===== src/rtl/posit_arith_pkg.sv =====
// Shared arithmetic helpers for the posit datapath: Kogge-Stone pipe sizing
// and the default-width stage payload layout.
package posit_arith_pkg;

    function automatic int ksa_ceil_div(input int num, input int den);
        return (num + den - 1) / den;
    endfunction

    localparam int KSA_WIDIDX = 3;
    localparam int KSA_LPS    = 2;
    localparam int KSA_W      = 1 << KSA_WIDIDX;
    localparam int KSA_N      = ksa_ceil_div(KSA_WIDIDX, KSA_LPS);

    // Payload carried between prefix stages at the default width.
    typedef struct packed {
        logic [KSA_W-1:0] p;
        logic [KSA_W-1:0] g;
        logic [KSA_W-1:0] p0;
        logic             op;
    } ksa_stage_t;

endpackage


===== src/rtl/ksa_prefix_level.sv =====
// One combinational Kogge-Stone level: merges each bit's group (P,G) with the
// group SPAN bits below it; bits below SPAN pass through unchanged.
module ksa_prefix_level #(
    parameter int WIDIDX = 3,
    parameter int SPAN   = 1
) (
    input  logic [(1<<WIDIDX)-1:0] i_p,
    input  logic [(1<<WIDIDX)-1:0] i_g,
    output logic [(1<<WIDIDX)-1:0] o_p,
    output logic [(1<<WIDIDX)-1:0] o_g
);

    localparam int W = 1 << WIDIDX;

    for (genvar j = 0; j < W; j++) begin : g_bit
        if (j >= SPAN) begin : g_merge
            assign o_g[j] = i_g[j] | (i_p[j] & i_g[j-SPAN]);
            assign o_p[j] = i_p[j] & i_p[j-SPAN];
        end else begin : g_pass
            assign o_g[j] = i_g[j];
            assign o_p[j] = i_p[j];
        end
    end

endmodule


===== src/rtl/ksa_addsub_pipe.sv =====
// Pipelined Kogge-Stone adder/subtractor with valid/ready on both sides;
// register stages wrap groups of LPS prefix levels.
module ksa_addsub_pipe
    import posit_arith_pkg::*;
#(
    parameter int WIDIDX = KSA_WIDIDX,
    parameter int LPS    = KSA_LPS
) (
    input  logic                    clk,
    input  logic                    rst,
    input  logic                    in_valid,
    output logic                    in_ready,
    input  logic [(1<<WIDIDX)-1:0]  in_a,
    input  logic [(1<<WIDIDX)-1:0]  in_b,
    input  logic                    in_op,
    output logic                    out_valid,
    input  logic                    out_ready,
    output logic [(1<<WIDIDX)-1:0]  out_res,
    output logic                    out_cb,
    output logic                    out_zf
);

    localparam int W = 1 << WIDIDX;
    localparam int N = ksa_ceil_div(WIDIDX, LPS);

    // Same layout as ksa_stage_t, sized to this instance's width.
    typedef struct packed {
        logic [W-1:0] p;
        logic [W-1:0] g;
        logic [W-1:0] p0;
        logic         op;
    } stage_t;

    logic [N:0]   r_vld;
    logic [N:0]   w_adv;
    logic [N:0]   w_load;
    logic         w_accept;

    logic [W-1:0] w_b_in;
    logic [W-1:0] w_p_in;
    logic [W-1:0] w_g_in;

    stage_t       w_pay_q [0:N-1];
    logic [W-1:0] w_lin_p [1:WIDIDX];
    logic [W-1:0] w_lin_g [1:WIDIDX];
    logic [W-1:0] w_lp    [1:WIDIDX];
    logic [W-1:0] w_lg    [1:WIDIDX];

    logic [W-1:0] w_res;
    logic         w_cb;
    logic [W-1:0] r_res;
    logic         r_cb;
    logic         r_zf;

    // Subtraction is A + ~B + 1; the carry-in is folded into bit 0's generate.
    assign w_b_in = in_op ? ~in_b : in_b;
    assign w_p_in = in_a ^ w_b_in;
    assign w_g_in = {(in_a[W-1:1] & w_b_in[W-1:1]),
                     (in_a[0] & w_b_in[0]) | (w_p_in[0] & in_op)};

    // NOTE: the stall chain is evaluated top-down in one block with a default
    // first, so no bit is ever left unassigned and no latch is inferred.
    always_comb begin
        w_adv    = '0;
        w_adv[N] = r_vld[N] & out_ready;
        for (int k = N - 1; k >= 0; k--) begin
            w_adv[k] = r_vld[k] & (~r_vld[k+1] | w_adv[k+1]);
        end
    end

    assign in_ready = ~r_vld[0] | w_adv[0];
    assign w_accept = in_valid & in_ready;
    assign w_load   = {w_adv[N-1:0], w_accept};

    // NOTE: state updates use non-blocking assignments so every stage samples
    // its neighbour's pre-edge value; reset is asynchronous on all of it.
    always_ff @(posedge clk or posedge rst) begin
        if (rst) begin
            r_vld <= '0;
        end else begin
            for (int k = 0; k <= N; k++) begin
                r_vld[k] <= w_load[k] | (r_vld[k] & ~w_adv[k]);
            end
        end
    end

    for (genvar k = 0; k < N; k++) begin : g_stg
        stage_t r_pay;
        stage_t w_next;

        if (k == 0) begin : g_in
            assign w_next = {w_p_in, w_g_in, w_p_in, in_op};
        end else begin : g_mid
            assign w_next = {w_lp[k*LPS], w_lg[k*LPS],
                             w_pay_q[k-1].p0, w_pay_q[k-1].op};
        end

        always_ff @(posedge clk or posedge rst) begin
            if (rst) begin
                r_pay <= '0;
            end else if (w_load[k]) begin
                r_pay <= w_next;
            end
        end

        assign w_pay_q[k] = r_pay;
    end

    // Level l runs in stage (l-1)/LPS + 1; the first level of a group reads
    // the preceding register, the rest chain combinationally.
    for (genvar l = 1; l <= WIDIDX; l++) begin : g_lvl
        localparam int STG = (l - 1) / LPS + 1;

        if ((l - 1) % LPS == 0) begin : g_head
            assign w_lin_p[l] = w_pay_q[STG-1].p;
            assign w_lin_g[l] = w_pay_q[STG-1].g;
        end else begin : g_chain
            assign w_lin_p[l] = w_lp[l-1];
            assign w_lin_g[l] = w_lg[l-1];
        end

        ksa_prefix_level #(
            .WIDIDX (WIDIDX),
            .SPAN   (1 << (l - 1))
        ) u_lvl (
            .i_p (w_lin_p[l]),
            .i_g (w_lin_g[l]),
            .o_p (w_lp[l]),
            .o_g (w_lg[l])
        );
    end

    assign w_res = w_pay_q[N-1].p0 ^ {w_lg[WIDIDX][W-2:0], w_pay_q[N-1].op};
    assign w_cb  = w_pay_q[N-1].op ^ w_lg[WIDIDX][W-1];

    always_ff @(posedge clk or posedge rst) begin
        if (rst) begin
            r_res <= '0;
            r_cb  <= 1'b0;
            r_zf  <= 1'b0;
        end else if (w_load[N]) begin
            r_res <= w_res;
            r_cb  <= w_cb;
            r_zf  <= (w_res == '0);
        end
    end

    assign out_valid = r_vld[N];
    assign out_res   = r_res;
    assign out_cb    = r_cb;
    assign out_zf    = r_zf;

endmodule

===== config.mk =====
export PLATFORM = sky130hd
export DESIGN_NAME = ksa_addsub_pipe
export DESIGN_NICKNAME = d
export VERILOG_FILES = /design/src/rtl/posit_arith_pkg.sv /design/src/rtl/ksa_prefix_level.sv /design/src/rtl/ksa_addsub_pipe.sv
export SDC_FILE = /design/constraint.sdc
export NUM_CORES = 1
export LEC_CHECK = 0
export ABC_AREA = 1
export CORE_AREA = 5 5 72 87
export CTS_CLUSTER_DIAMETER = 40
export DETAILED_ROUTE_END_ITERATION = 16
export DIE_AREA = 0 0 77 92
export HOLD_SLACK_MARGIN = 0.1
export PLACE_DENSITY = 0.85
export SLEW_MARGIN = 15
export SYNTH_ARGS = -nofsm -noshare
export SYNTH_HDL_FRONTEND = slang
export SYNTH_HIERARCHICAL = 1
export SYNTH_SLANG_ARGS = --single-unit

===== constraint.sdc =====
create_clock -name clk -period 2.3 [get_ports clk]
set_input_delay 0.575 -clock clk [delete_from_list [all_inputs] [get_ports clk]]
set_output_delay 0.575 -clock clk [all_outputs]
set_load 0.02 [all_outputs]

==> results.toml <==
[final_layout]
fin_nets = 396
antenna_cells = 0
multi_input_area_mm2 = 0.00102
area_delta_synth_final_pct = 16.1
fillers = 479
final_core_util = 0.575
seq_area_mm2 = 0.00128
fin_area_mm2 = 0.00302
layout-drive-gt1-share = 0.0515

[floorplan]
core_mm2 = 0.00526
io_pins = 33
num_rows = 29
dieArea_mm2 = 0.00708
die_h_um = 92
die_w_um = 77
initial_core_util = 0.495

[grt]
grt.overflow.total = 0
grt_max_degree = 43
grt_pass1_wl_um = 8170
globalRouteTotalUtil = 0.142
grt_pass1_vias = 1931
antenna_found_initial = 0

[cts]
clkTransAtPathRegs_ns = 0.08
ctsHoldBuffers = 0
cts_max_path_buffers = 2
cts.sinks = 51
cts_buffers = 5
root_buffer = "clkbuf_8"
cts_resized = 1
htreeDepth = 2
cts_tree = "done"
cts_setup_buffers = 0
clock_latency_ns = 0.31

[sta]
slew_viol_final = 0
finClkSkew_ns = 0.00453
worst_pin_slew_ns = 0.431
setup_ws_ns = 0.240
slew_headroom = 0.712
finalCritPeriodShare = 0.896
hold_viol = 0
min_period_ns = 2.06
grt_setup_unrepaired = "no"
max_freq_mhz = 485
tns_ns = 0
setup_viol = 0

[setup_path]
cp.arrival_ns = 1.48
worst_setup_path_end_kind = "primary output"
cp_slowest_cell = "clkdlybuf4s50_1"
cp_slowest_stage_delay_ns = 0.46
worstPathRequired_ns = 1.73
critPathMaxFanout = 2
crit_chain = "clkdlybuf4s50_1 > inv_1 > nand4_2 > dlygate4sd2_1"
start_kind = "input port"
crit_type = "input port to primary output"

[pwr]
powerDensity_mw_per_mm2 = 835
ir_worst_vdd_mv = 0.361
power.leakage_nw = 1.71

[routing]
via_count = 2002
wl_per_cell_um = 10.4
drt-pass1-iter-count = 4
drc_errors = 0
antenna_left = 0
routed_wirelength_um = 4470
drt_iter0_drc = 81
viasPerCell = 4.65

[placed_design]
port_buffers = 32
place_area_mm2 = 0.00294
dp_slack_ns = -0.0396
dp_hpwl_um = 3480
finalWeightedCongestion = 0.810

[yosys]
synth_area_mm2 = 0.00260
postSynthAreaPerCell_um2 = 7.66
netlist_instances = 340
synth_warnings = 6
synth_fp_nets = 368

[run]
max_cap_violations = 0

[status]
outcome = "finished clean"

[min_path]
worstHoldPathType = "register to register"
power breakdown:
| part | leakage [nW] | switching [mW] | internal [mW] | total, mW |
|---|---|---|---|---|
| logic | 1.03 | 0.444 | 0.349 | 0.793 |
| registers | 0.637 | 0.143 | 1.10 | 1.24 |
| clock network | 0.0422 | 0.279 | 0.214 | 0.493 |
| total | 1.71 | 0.865 | 1.66 | 2.53 |
flip-flops by register name, indices dropped and copies added (netlist names):
name,cells
g_stg.r_pay,38
out_cb,1
out_res,8
out_zf,1
r_vld,3
final timing paths:
path / startpoint / endpoint / slack, ns / cells after the start
max in group asynchronous: rst / g_stg[1].r_pay[10] / 1.33 / 3
max: out_ready / in_ready / 0.24 / 4
min: out_res[1] / out_res[1] / 0.47 / 2
min reg2reg: out_res[1] / out_res[1] / 0.47 / 2
max reg2reg: r_vld[2] / g_stg[0].r_pay[6] / 0.89 / 6
min in group asynchronous: rst / out_res[3] / 0.50 / 2
routing by layer:
metal,GRT usage,part of all wire,up-vias
li1,-,-,1060
met1,0.156,0.42,891
met2,0.254,0.51,43
met3,0.0412,0.051,8
met4,0.0559,0.020,0
met5,0,0,-
per-stage QoR:
step / hold slack, ns / cells / total power, mW
2_1_floorplan: 0.442 / 340 / 1.80
3_3_place_gp: 0.452 / 423 / 2.03
3_5_place_dp: 0.457 / 423 / 2.06
4_1_cts: 0.478 / 431 / 2.56
5_1_grt: 0.497 / 431 / 2.73
6_report: 0.471 / 431 / 2.53
placed cells by master (no fill, tap or decap), drive strengths merged:
cell and count:
clkbuf 7, o21a 1, inv 50, a21oi 4, xnor2 1, nand4 1
xor2 11, ha 7, dlygate4sd2 1, clkinv 1, nor2 6, clkdlybuf4s50 31
nand3 16, o21ai 15, a21boi 1, buf 7, dfrtp 51, nand2 158
critical path, delay by kind of cell:
family | cells | cell delay (ns)
buf+inv | 3 | 0.84
simple gates | 1 | 0.06
layout make-up:
| type | instances | area share |
|---|---|---|
| repair buffers | 39 | 0.127 |
| flip-flops and latches | 51 | 0.422 |
| clock inverters | 1 | 0.00165 |
| multi-input cells | 221 | 0.336 |
| inverters | 50 | 0.0621 |
| clock buffers | 7 | 0.0252 |
| well taps | 62 | 0.0257 |
Note: power is estimated with default switching activity, not from simulation.
